**src/rtl/demux_seq_pkg.sv**
```systemverilog
// Shared types and sizing for the DeMUX lane sequencer.
package demux_seq_pkg;

  localparam int unsigned LANES_DEFAULT = 8;
  localparam int unsigned SEL_W_DEFAULT = $clog2(LANES_DEFAULT);

  typedef enum logic [1:0] {
    StIdle,
    StRoute,
    StHold
  } seq_state_e;

endpackage

```
**src/rtl/next_lane_finder.sv**
```systemverilog
// Combinational search for the next enabled lane: either the lowest set bit of the
// mask (first=1) or the lowest set bit strictly above cur (first=0).
module next_lane_finder
  import demux_seq_pkg::*;
#(
  parameter int unsigned LANES = LANES_DEFAULT,
  localparam int unsigned SEL_W = $clog2(LANES)
) (
  input  logic [LANES-1:0] mask,
  input  logic [SEL_W-1:0] cur,
  input  logic             first,
  output logic [SEL_W-1:0] idx,
  output logic             found
);

  // Scan from the top down so the lowest qualifying lane is the one left standing.
  always_comb begin
    idx   = '0;
    found = 1'b0;
    for (int i = LANES - 1; i >= 0; i--) begin
      if (mask[i] && (first || (i > int'(cur)))) begin
        idx   = SEL_W'(i);
        found = 1'b1;
      end
    end
  end

endmodule

```
**src/rtl/demux_lane_sequencer.sv**
```systemverilog
// Masked serial-to-parallel deserializer that drives a 1:LANES DeMUX, one bit per
// enabled lane, and holds the assembled word until the consumer takes it.
module demux_lane_sequencer
  import demux_seq_pkg::*;
#(
  parameter int unsigned LANES = LANES_DEFAULT,
  localparam int unsigned SEL_W = $clog2(LANES)
) (
  input  logic             clk,
  input  logic             rst,
  input  logic             start,
  input  logic [LANES-1:0] lane_mask,
  input  logic             in_bit,
  input  logic             in_valid,
  output logic             in_ready,
  output logic             dm_en,
  output logic             dm_in,
  output logic [SEL_W-1:0] dm_sel,
  output logic [LANES-1:0] word,
  output logic             word_valid,
  input  logic             word_ready,
  output logic             busy,
  output logic             err_mask
);

  seq_state_e       state_q, state_d;
  logic [LANES-1:0] mask_q, mask_d;
  logic [LANES-1:0] cap_q, cap_d;
  logic [SEL_W-1:0] lane_q, lane_d;
  logic [SEL_W-1:0] sel_q, sel_d;
  logic             err_q, err_d;

  logic [SEL_W-1:0] first_idx, adv_idx;
  logic             first_found, adv_found;
  logic             xfer;

  // Lowest enabled lane of the incoming mask, used when a word is started.
  next_lane_finder #(
    .LANES(LANES)
  ) u_first_finder (
    .mask (lane_mask),
    .cur  ('0),
    .first(1'b1),
    .idx  (first_idx),
    .found(first_found)
  );

  // Next enabled lane above the current one within the latched mask.
  next_lane_finder #(
    .LANES(LANES)
  ) u_adv_finder (
    .mask (mask_q),
    .cur  (lane_q),
    .first(1'b0),
    .idx  (adv_idx),
    .found(adv_found)
  );

  assign xfer = (state_q == StRoute) && in_valid;

  // State register.
  always_ff @(posedge clk or posedge rst) begin
    if (rst) begin
      state_q <= StIdle;
    end else begin
      state_q <= state_d;
    end
  end

  // Datapath registers: latched mask, capture word, lane pointer, held select, error pulse.
  always_ff @(posedge clk or posedge rst) begin
    if (rst) begin
      mask_q <= '0;
      cap_q  <= '0;
      lane_q <= '0;
      sel_q  <= '0;
      err_q  <= 1'b0;
    end else begin
      mask_q <= mask_d;
      cap_q  <= cap_d;
      lane_q <= lane_d;
      sel_q  <= sel_d;
      err_q  <= err_d;
    end
  end

  // Next-state and datapath update logic.
  always_comb begin
    state_d = state_q;
    mask_d  = mask_q;
    cap_d   = cap_q;
    lane_d  = lane_q;
    sel_d   = sel_q;
    err_d   = 1'b0;
    unique case (state_q)
      StIdle: begin
        if (start) begin
          if (first_found) begin
            mask_d  = lane_mask;
            cap_d   = '0;
            lane_d  = first_idx;
            state_d = StRoute;
          end else begin
            err_d = 1'b1;
          end
        end
      end
      StRoute: begin
        if (xfer) begin
          cap_d[lane_q] = in_bit;
          sel_d         = lane_q;
          if (adv_found) begin
            lane_d = adv_idx;
          end else begin
            state_d = StHold;
          end
        end
      end
      StHold: begin
        if (word_ready) begin
          state_d = StIdle;
          // Back-to-back word start without passing through idle.
          if (start) begin
            if (first_found) begin
              mask_d  = lane_mask;
              cap_d   = '0;
              lane_d  = first_idx;
              state_d = StRoute;
            end else begin
              err_d = 1'b1;
            end
          end
        end
      end
      default: state_d = StIdle;
    endcase
  end

  // Output decode; the DeMUX select keeps the last routed lane while idle.
  always_comb begin
    in_ready   = (state_q == StRoute);
    dm_en      = xfer;
    dm_in      = xfer ? in_bit : 1'b0;
    dm_sel     = xfer ? lane_q : sel_q;
    word_valid = (state_q == StHold);
    word       = (state_q == StHold) ? cap_q : '0;
    busy       = (state_q != StIdle);
    err_mask   = err_q;
  end

endmodule

```
**config.mk**
```make
export PLATFORM = sky130hd
export DESIGN_NAME = demux_lane_sequencer
export DESIGN_NICKNAME = d
export VERILOG_FILES = /design/src/rtl/demux_seq_pkg.sv /design/src/rtl/next_lane_finder.sv /design/src/rtl/demux_lane_sequencer.sv
export SDC_FILE = /design/constraint.sdc
export NUM_CORES = 1
export LEC_CHECK = 0
export ABC_AREA = 1
export BUFFER_PORTS_ARGS = -buffer_cell sky130_fd_sc_hd__buf_2
export CAP_MARGIN = 20
export CORE_MARGIN = 1
export CORE_UTILIZATION = 53
export DETAILED_ROUTE_END_ITERATION = 16
export PLACE_DENSITY = 0.85
export SLEW_MARGIN = 20
export SYNTH_ARGS = -nofsm -noshare
export SYNTH_HDL_FRONTEND = slang
export SYNTH_SLANG_ARGS = --single-unit
```
**constraint.sdc**
```tcl
create_clock -name clk -period 1.55 [get_ports clk]
set_input_delay 0.0775 -clock clk [delete_from_list [all_inputs] [get_ports clk]]
set_output_delay 0.0775 -clock clk [all_outputs]
set_load 0.01 [all_outputs]
```
==> flow_summary.json <==
{
  "power_leakage_nw": 0.968,
  "critPathCaptureType": "output port",
  "synth_area_sq_um": 1410,
  "rsz0062_at_grt": "true",
  "die-area_sq_um": 2870,
  "synth_top_area_share_pct": 42.6,
  "slew_violations": 0,
  "firstDrtPassIters": 4,
  "grt_pass1_wl_um": 4930,
  "critPathCapture": "dm_sel[2]",
  "r2r-start": "state_q[1]$_DFFE_PP0P_",
  "io_buffers": 30,
  "crit_type": "flip-flop to output port",
  "hpwl_um": 2360,
  "dp_slack_ps": 49.3,
  "setup_viol": 2,
  "yosysSeqAreaShare_pct": 42.6,
  "grt_overflow": 0,
  "syn2layout_area_growth_pct": 22.6,
  "fin_crit_ps": 1560,
  "gp_congestion": 0.820,
  "worstPathRequired_ps": 1470,
  "clk_path_buf_depth": 2,
  "vias": 1402,
  "die_w_um": 53.6,
  "status": "finished with violations",
  "drive_above_1_share_pct": 28.6,
  "numCtsBuffers": 3,
  "p_total_mw": 3.17,
  "yosysMostFrequentCell": "nand2_1",
  "stdcell_area_sq_um": 1730,
  "hold_viol": 0,
  "placed_cell_area_sq_um": 1640,
  "fillers": 242,
  "ys_top_cells_by_count": "nand2_1 (69), inv_1 (32), dfrtp_1 (24)",
  "synth.distinct_cells": 20,
  "die_y_um": 53.6,
  "path_clk_slew_ps": 120,
  "worst-r2r-cell-count": 10,
  "hold_class": "input port to flip-flop",
  "cp-startpoint": "state_q[1]$_DFFE_PP0P_",
  "synth-edff-count": 0,
  "drt-vias-per-instance": 5.04,
  "setup_slack_ps": -5.35,
  "r2r_end": "lane_q[0]$_DFFE_PP0P_",
  "fmax_mhz": 643,
  "antenna_found_initial": 0,
  "coreArea_sq_um": 2500,
  "ant_nets": 0,
  "synth_top_area_cell": "dfrtp_1",
  "async_flop_share_pct": 100,
  "yosysWarnings": 0,
  "grt_usage_pct": 24.0,
  "finalCritPeriodShare_pct": 100,
  "regArea_sq_um": 604,
  "rows": 18,
  "drt_iter0_drc": 28,
  "finClkSkew_ps": 1.51,
  "grt_pass1_vias": 1248,
  "worstSetupStartpointType": "flip-flop",
  "violations": "setup timing",
  "avgSynthCellArea_sq_um": 6.82,
  "whs_ps": 9.33,
  "nets": 264,
  "tightestPinTransition_ps": 303,
  "ff2ff_setup_slack_ps": 70,
  "ys_ff_latch": 24,
  "multi_input_area_sq_um": 698,
  "crit_fanout": 9,
  "max_slew_margin_pct": 79.8,
  "initial_core_util_pct": 56.5,
  "io_pins": 31,
  "synth_nets": 221,
  "cts_tree": "done",
  "cts_max_level": 1,
  "grt_max_degree": 25,
  "ir_drop_mv": 1.09,
  "yosys-top-cells-area": "dfrtp_1 (43%), nand2_1 (18%), inv_1 (8.5%), nor2_1 (5.3%), o21ai_0 (4.6%)",
  "wl_per_cell_um": 11.4,
  "cts-root-buf": "clkbuf_4",
  "ys.flop_type": "dfrtp_1",
  "drc": 0,
  "p_per_area_nw_per_um2": 1830,
  "maxCapViolCount": 0,
  "clk_latency_ps": 310,
  "syn_inst": 207,
  "cts_sinks": 24,
  "wl_um": 3160,
  "antennaDiodeCount": 0,
  "crit_arrival_ps": 1480
}
==> worst min-delay path by stage <==
stage / cells after the start / to / from
6_report: 3 / mask_q[3]$_DFFE_PP0P_ / lane_mask[3]
5_1_grt: 2 / err_mask$_DFF_PP0_ / start
4_1_cts: 3 / mask_q[2]$_DFFE_PP0P_ / lane_mask[2]
3_5_place_dp: 3 / cap_q[0]$_DFFE_PP0P_ / rst
3_3_place_gp: 3 / sel_q[0]$_DFFE_PP0P_ / rst
2_1_floorplan: 1 / cap_q[0]$_DFFE_PP0P_ / rst
==> sequential cells by signal, summed over array words and instances (netlist names) <==
register and flops:
cap_q 8, err_mask 1, lane_q 3, mask_q 7, sel_q 3, state_q 2
==> stage by stage <==
step | cells | TNS, ps | utilization [%]
2_1_floorplan | 207 | 0 | -
3_3_place_gp | 271 | 0 | 65.5
3_5_place_dp | 271 | 0 | 65.5
4_1_cts | 277 | 0 | 67.7
5_1_grt | 278 | -360 | 69.2
6_report | 278 | -5.69 | 69.2
==> metal layers <==
layer	vias to the layer above	track usage (%)	wire, um
met3	9	2.54	113
met5	-	0	0
met2	36	43.3	1560
met1	634	28.9	1400
li1	723	-	-
met4	0	10.1	78
==> cell type report <==
class                      count  share of cell area [%]
clock buffer                   3                    1.30
inverter                      34                    7.66
multi-input combinational    146                    40.3
sequential                    24                    34.9
tap                           30                    2.17
timing repair buffer          41                    13.6
==> power by group <==
| group | internal, mW | switching, mW | leakage, nW | total (mW) |
|---|---|---|---|---|
| logic | 0.703 | 1.09 | 0.651 | 1.79 |
| registers | 0.892 | 0.212 | 0.304 | 1.10 |
| clock network | 0.0911 | 0.183 | 0.0138 | 0.274 |
==> cells by family (layout without fill, tap and decap cells) <==
kind of cell / count (synthesis) / count (layout) / share of synthesized area (%)
mux: 1 / 1 / 0.798
buf+inv: 37 / 78 / 10.0
compound gates: 28 / 28 / 10.5
flops: 24 / 24 / 42.6
simple gates: 117 / 117 / 36.2
==> what timing repair did <==
action | in CTS | in global routing
hold endpoints to repair | 24 | 0
resized for setup | 5 | 13
setup buffers | 2 | 1
pin swaps | 1 | 3
endpoints found under the setup margin | 7 | 23
hold buffers | 1 | 0
==> worst max-delay path, cell delays in order (launching register included) <==
cell and delay [ps]:
dfrtp_1 440, nor2_4 160, inv_2 60, nor2_4 150
inv_4 70, nand2_1 70, o21ai_1 60, buf_2 140
==> placed cells by master, fill, tap and decap left out, types with 3 or more instances in the layout <==
cell / count
o21ai_0: 12
nand3_1: 10
nor3_1: 4
dfrtp_1: 21
buf_2: 30
nor2_4: 5
a21oi_1: 4
inv_1: 28
o21ai_1: 8
nand2_1: 67
buf_4: 10
dfrtp_2: 3
nor2_1: 18
inv_2: 4
o31ai_1: 3
clkbuf_4: 3
nand2_2: 8
(Power assumes the default switching activity.)
